==> config.mk <==
export PLATFORM = sky130hd
export DESIGN_NAME = booth_mult
export DESIGN_NICKNAME = d
export VERILOG_FILES = /design/src/rtl/booth_pkg.sv /design/src/rtl/booth_step.sv /design/src/rtl/booth_mult.sv
export SDC_FILE = /design/constraint.sdc
export NUM_CORES = 1
export LEC_CHECK = 0
export BUFFER_PORTS_ARGS = -buffer_cell sky130_fd_sc_hd__buf_4
export CORE_MARGIN = 2
export CORE_UTILIZATION = 36
export DETAILED_ROUTE_END_ITERATION = 12
export PLACE_DENSITY = 0.62
export SYNTH_ARGS = -nofsm -noshare
export SYNTH_HDL_FRONTEND = slang
export SYNTH_SLANG_ARGS = --single-unit
==> constraint.sdc <==
create_clock -name clk -period 11.1 [get_ports clk]
set_input_delay 3.33 -clock clk [delete_from_list [all_inputs] [get_ports clk]]
set_output_delay 3.33 -clock clk [all_outputs]
set_load 0.005 [all_outputs]
==> src/rtl/booth_pkg.sv <==
`default_nettype none
// ============================================================================
//  Module      : booth_pkg
//  Description : Shared types and constants for the sequential radix-2 Booth
//                multiplier: FSM state encoding, Booth pair codes and a
//                constant clog2 helper used to size the iteration counter.
//  Revision    : 1.0 - initial release
// ============================================================================
package booth_pkg;

    typedef enum logic {
        ST_IDLE = 1'b0,
        ST_RUN  = 1'b1
    } state_t;

    // Booth recoding of {q[0], q_1}
    localparam logic [1:0] BP_ADD = 2'b01;
    localparam logic [1:0] BP_SUB = 2'b10;

    // Ceiling log2 for elaboration-time sizing; bounded loop so it stays constant-foldable
    function automatic int clog2(input int value);
        int res;
        res = 0;
        for (int i = 0; i < 31; i++) begin
            if ((1 << i) < value) begin
                res = i + 1;
            end
        end
        return res;
    endfunction

endpackage
`default_nettype wire

==> src/rtl/booth_step.sv <==
`default_nettype none
// ============================================================================
//  Module      : booth_step
//  Description : One combinational radix-2 Booth iteration. Adds or subtracts
//                the multiplicand according to {q[0], q_1}, then shifts the
//                whole {acc, q, q_1} register right arithmetically by one.
//  Revision    : 1.0 - initial release
// ============================================================================
module booth_step
    import booth_pkg::*;
#(
    parameter int E = 32
) (
    input  logic [E:0]   acc,
    input  logic [E-1:0] q,
    input  logic         q_1,
    input  logic [E:0]   m,
    output logic [E:0]   acc_next,
    output logic [E-1:0] q_next,
    output logic         q_1_next
);

    logic [E:0] sum;

    // Conditional add/subtract of the multiplicand followed by the arithmetic shift
    always_comb begin
        sum = acc;
        case ({q[0], q_1})
            BP_ADD:  sum = acc + m;
            BP_SUB:  sum = acc - m;
            default: sum = acc;
        endcase
        acc_next = {sum[E], sum[E:1]};
        q_next   = {sum[0], q[E-1:1]};
        q_1_next = q[0];
    end

endmodule
`default_nettype wire

==> src/rtl/booth_mult.sv <==
`default_nettype none
// ============================================================================
//  Module      : booth_mult
//  Description : Sequential radix-2 Booth multiplier, one Booth step per clock.
//                W-bit operands in, 2W-bit product out with a one-cycle done
//                pulse. Optional feature macro BOOTH_UNSIGNED_EN adds the sgn
//                port and widens the datapath by one bit so unsigned operands
//                can be handled (zero-extended when sgn=0).
//  Revision    : 1.0 - initial release
// ============================================================================
module booth_mult
    import booth_pkg::*;
#(
    parameter int W = 32
) (
    input  logic           clk,
    input  logic           rst,
    input  logic           start,
    input  logic [W-1:0]   a,
    input  logic [W-1:0]   b,
`ifdef BOOTH_UNSIGNED_EN
    input  logic           sgn,
`endif
    output logic           busy,
    output logic           done,
    output logic [2*W-1:0] p
);

    // E is the extended operand width; the iteration count equals E
`ifdef BOOTH_UNSIGNED_EN
    localparam int E = W + 1;
`else
    localparam int E = W;
`endif
    localparam int N  = E;
    localparam int CW = clog2(N + 1);
    localparam logic [CW-1:0] LAST = CW'(N - 1);

    state_t          state;
    state_t          state_next;

    logic [E:0]      acc;
    logic [E-1:0]    q;
    logic            q_1;
    logic [E:0]      m;
    logic [CW-1:0]   cnt;

    logic [E:0]      acc_next;
    logic [E-1:0]    q_next;
    logic            q_1_next;

    logic [E:0]      m_load;
    logic [E-1:0]    q_load;
    logic [2*E:0]    prod_full;
    logic            unused_bits;

    logic            accept;
    logic            last_iter;

`ifdef BOOTH_UNSIGNED_EN
    logic            a_ext;
    logic            b_ext;
    assign a_ext  = sgn & a[W-1];
    assign b_ext  = sgn & b[W-1];
    assign m_load = {a_ext, a_ext, a};
    assign q_load = {b_ext, b};
`else
    assign m_load = {a[W-1], a};
    assign q_load = b;
`endif

    assign accept    = (state == ST_IDLE) && start;
    assign last_iter = (cnt == LAST);
    assign busy      = (state == ST_RUN);

    // Final result is taken from the step output so done and p land on the last iteration edge
    assign prod_full   = {acc_next, q_next};
    assign unused_bits = ^prod_full[2*E:2*W];

    booth_step #(
        .E (E)
    ) u_step (
        .acc      (acc),
        .q        (q),
        .q_1      (q_1),
        .m        (m),
        .acc_next (acc_next),
        .q_next   (q_next),
        .q_1_next (q_1_next)
    );

    // State register
    always_ff @(posedge clk) begin
        if (rst) begin
            state <= ST_IDLE;
        end else begin
            state <= state_next;
        end
    end

    // Next-state logic: start only matters in IDLE, RUN exits after the last iteration
    always_comb begin
        state_next = state;
        case (state)
            ST_IDLE: if (start)     state_next = ST_RUN;
            ST_RUN:  if (last_iter) state_next = ST_IDLE;
            default: state_next = ST_IDLE;
        endcase
    end

    // Operand load, Booth iteration, counter and product/done output registers
    always_ff @(posedge clk) begin
        if (rst) begin
            acc  <= '0;
            q    <= '0;
            q_1  <= 1'b0;
            m    <= '0;
            cnt  <= '0;
            p    <= '0;
            done <= 1'b0;
        end else begin
            done <= 1'b0;
            if (accept) begin
                m   <= m_load;
                q   <= q_load;
                acc <= '0;
                q_1 <= 1'b0;
                cnt <= '0;
            end else if (state == ST_RUN) begin
                acc <= acc_next;
                q   <= q_next;
                q_1 <= q_1_next;
                cnt <= cnt + 1'b1;
                if (last_iter) begin
                    p    <= prod_full[2*W-1:0];
                    done <= 1'b1;
                end
            end
        end
    end

endmodule
`default_nettype wire

==> results.json <==
{
  "status": "completed",
  "relSlewSlack_pct": 26.37,
  "routed_wl_mm": 22.92,
  "worst_hold_slack_ns": 0.4553,
  "die_w_um": 161.6,
  "overflow": 0,
  "ys_types": 75,
  "report.final.slew_viol_count": 0,
  "period_share_pct": 44.48,
  "rows": 57,
  "route.detailed.drc": 0,
  "synth.top_cells.by_count": "dfxtp_1 (169), a21oi_1 (168), nor2_1 (168)",
  "clock_latency_ns": 0.44,
  "diodes": 0,
  "synth_top_family_by_area": "compound AO/OA/AOI/OAI gates",
  "r2r-start": "m[2]",
  "viasPerCell": 5.095,
  "syn_area_per_cell_um2": 7.867,
  "ys_top_cells_by_area": "dfxtp_1 (38%), a21oi_1 (9.4%), nor2_1 (7.1%)",
  "cts_tree": "built",
  "grt_usage_pct": 17.73,
  "synth_xor_area_share_pct": 6.174,
  "dieArea_um2": 26100,
  "rr_endpoint": "acc[30]",
  "yosys_warnings": 0,
  "synth_compound_area_share_pct": 21.42,
  "synth-simple-area-share_pct": 19.91,
  "port-buffer-count": 132,
  "setup_tns_ns": 0,
  "whs_endpoint": "p[29]",
  "p_leak_nw": 4.342,
  "period_minus_slack_ns": 4.938,
  "async_reset_ff_share_pct": 0,
  "cts_hold_buf": 0,
  "grt_max_degree": 79,
  "hold_viol": 0,
  "reg2reg_slack_ns": 6.19,
  "skew_ns": 0.01621,
  "synth_nets": 1239,
  "hold_path.class": "register to register",
  "ioPinCount": 133,
  "fin_nets": 1321,
  "dp_hpwl_mm": 15.69,
  "grt_first_pass_wirelength_mm": 37.66,
  "setup_violations": 0,
  "arrival_ns": 5.27,
  "vias": 7923,
  "synth_most_common_cell": "dfxtp_1",
  "synthMuxAreaShare_pct": 4.928,
  "die_y_um": 161.6,
  "dr.pass1.iters": 5,
  "cts_resized": 0,
  "synth.largest_area_cell": "dfxtp_1",
  "critical_path_class": "primary input to register",
  "grt_pass1_vias": 7357,
  "synth_edf_count": 0,
  "powerDensity_nw_per_um2": 148.9,
  "netlist_area_um2": 8937,
  "area_growth_syn_to_layout_pct": 19.35,
  "cp-end-kind": "register",
  "place.gp.congestion": 0.8248,
  "crit_path_start_kind": "primary input",
  "cts_root_buffer": "clkbuf_16",
  "cts_max_path_buffers": 2,
  "stdcell_count": 1555,
  "cp.required_ns": 11.43,
  "yosysTopAreaCellShare_pct": 37.86,
  "whs_path_depth": 2,
  "routedWlPerCell_um": 14.74,
  "core-area_um2": 24320,
  "rsz0062_at_grt": "no",
  "r2r_cells": 16,
  "fmax_mhz": 202.5,
  "ant_nets": 0,
  "antenna_found_initial": 0,
  "ir_drop_uv": 95.22,
  "numClockSinks": 169,
  "cts-buffers-inserted": 17,
  "yosysSeqAreaShare_pct": 37.86,
  "hp-start": "p[29]",
  "drive_gt1_share_pct": 16.25,
  "synth-main-ff-cell": "dfxtp_1",
  "postCtsSetupRepairBufs": 0,
  "htreeDepth": 4,
  "drv_cap": 0,
  "synthCells": 1136,
  "ys_seq_elements": 169,
  "tightest_slew_ns": 1.104,
  "drt_iter0_drc": 365,
  "place_inst": 1523,
  "crit_fanout": 78,
  "initial_utilization_pct": 36.75,
  "synth_fa_ha_area_share_pct": 5.124,
  "cts.clk_slew.worst_paths_ns": 0.07
}
## metrics by stage
stage	power (mW)	utilization, %	setup WS, ns	cell area [um2]
after detailed placement	0.9837	41.40	5.686	10070
after CTS	1.603	43.86	6.151	10670
final	1.588	43.86	6.162	10670
after global placement	0.9799	41.40	5.676	10070
after floorplan	0.9081	-	6.475	8937
after global routing	1.671	43.86	5.799	10670
## registers in the layout, indices dropped and copies added, names as in the netlist
name  flops
acc      32
busy      1
cnt       6
done      1
m        32
p        64
q        32
q_1       1
## cell type report
cell class                      count  area (um2)
Multi-Input combinational cell    871        5154
Timing Repair Buffer              140        1051
Tap cell                          324       405.4
Clock inverter                     14       158.9
Inverter                           19       71.32
Sequential cell                   169        3387
Clock buffer                       18       439.2
Fill cell                        2442       13650
## cells in the final DEF (no fill, tap or decap), drive strengths merged, types with 3 or more instances in the layout
cell type / instances
a2111oi: 3
a211oi: 39
a21o: 14
a21oi: 168
a311oi: 4
a31oi: 12
and2: 5
and3: 4
buf: 140
clkbuf: 18
clkinv: 5
dfxtp: 169
ha: 35
inv: 26
mux2i: 44
nand2: 163
nand2b: 10
nand3: 8
nand3b: 7
nand4: 4
nor2: 169
nor2b: 4
nor3: 19
nor3b: 3
nor4: 4
o211ai: 7
o21a: 4
o21ai: 40
o21bai: 5
o31ai: 4
or3: 5
xnor2: 44
xor2: 19
## per-layer routing
| metal | global-route usage (%) | up-vias | share of wire [%] |
|---|---|---|---|
| met5 | 0 | - | 0 |
| met4 | 5.317 | 0 | 1.5 |
| met3 | 5.213 | 21 | 7.0 |
| met2 | 28.42 | 172 | 45 |
| met1 | 23.09 | 3626 | 47 |
| li1 | - | 4104 | - |
## cells by family (layout without fill, tap and decap cells)
group,after synthesis,in the layout
compound gates,316,316
xor+xnor,63,63
fa+ha+maj,36,36
buf+inv,96,191
flops,169,169
mux,44,44
simple gates,412,412
## worst max-delay path by stage
| stage | slack (ns) | cells after the start | endpoint | start |
|---|---|---|---|---|
| 2_1_floorplan | 6.48 | 6 | q[10] | start |
| 3_3_place_gp | 5.68 | 7 | acc[31] | rst |
| 3_5_place_dp | 5.69 | 7 | acc[31] | rst |
| 4_1_cts | 6.15 | 7 | acc[31] | rst |
| 5_1_grt | 5.80 | 16 | acc[30] | m[2] |
| 6_report | 6.16 | 7 | acc[31] | rst |
## report_power, final
part | internal [mW] | switching [mW]
registers | 0.627 | 0.0241
clock network | 0.344 | 0.273
logic | 0.135 | 0.186
total | 1.11 | 0.482
## critical path, cell delays in order
cell and delay, ns:
buf_4 0.46, buf_4 0.77, nor2_1 0.11, buf_4 0.24
nand2_1 0.09, a21oi_1 0.04, a31o_1 0.19
Note: power is estimated with default switching activity, not from simulation.
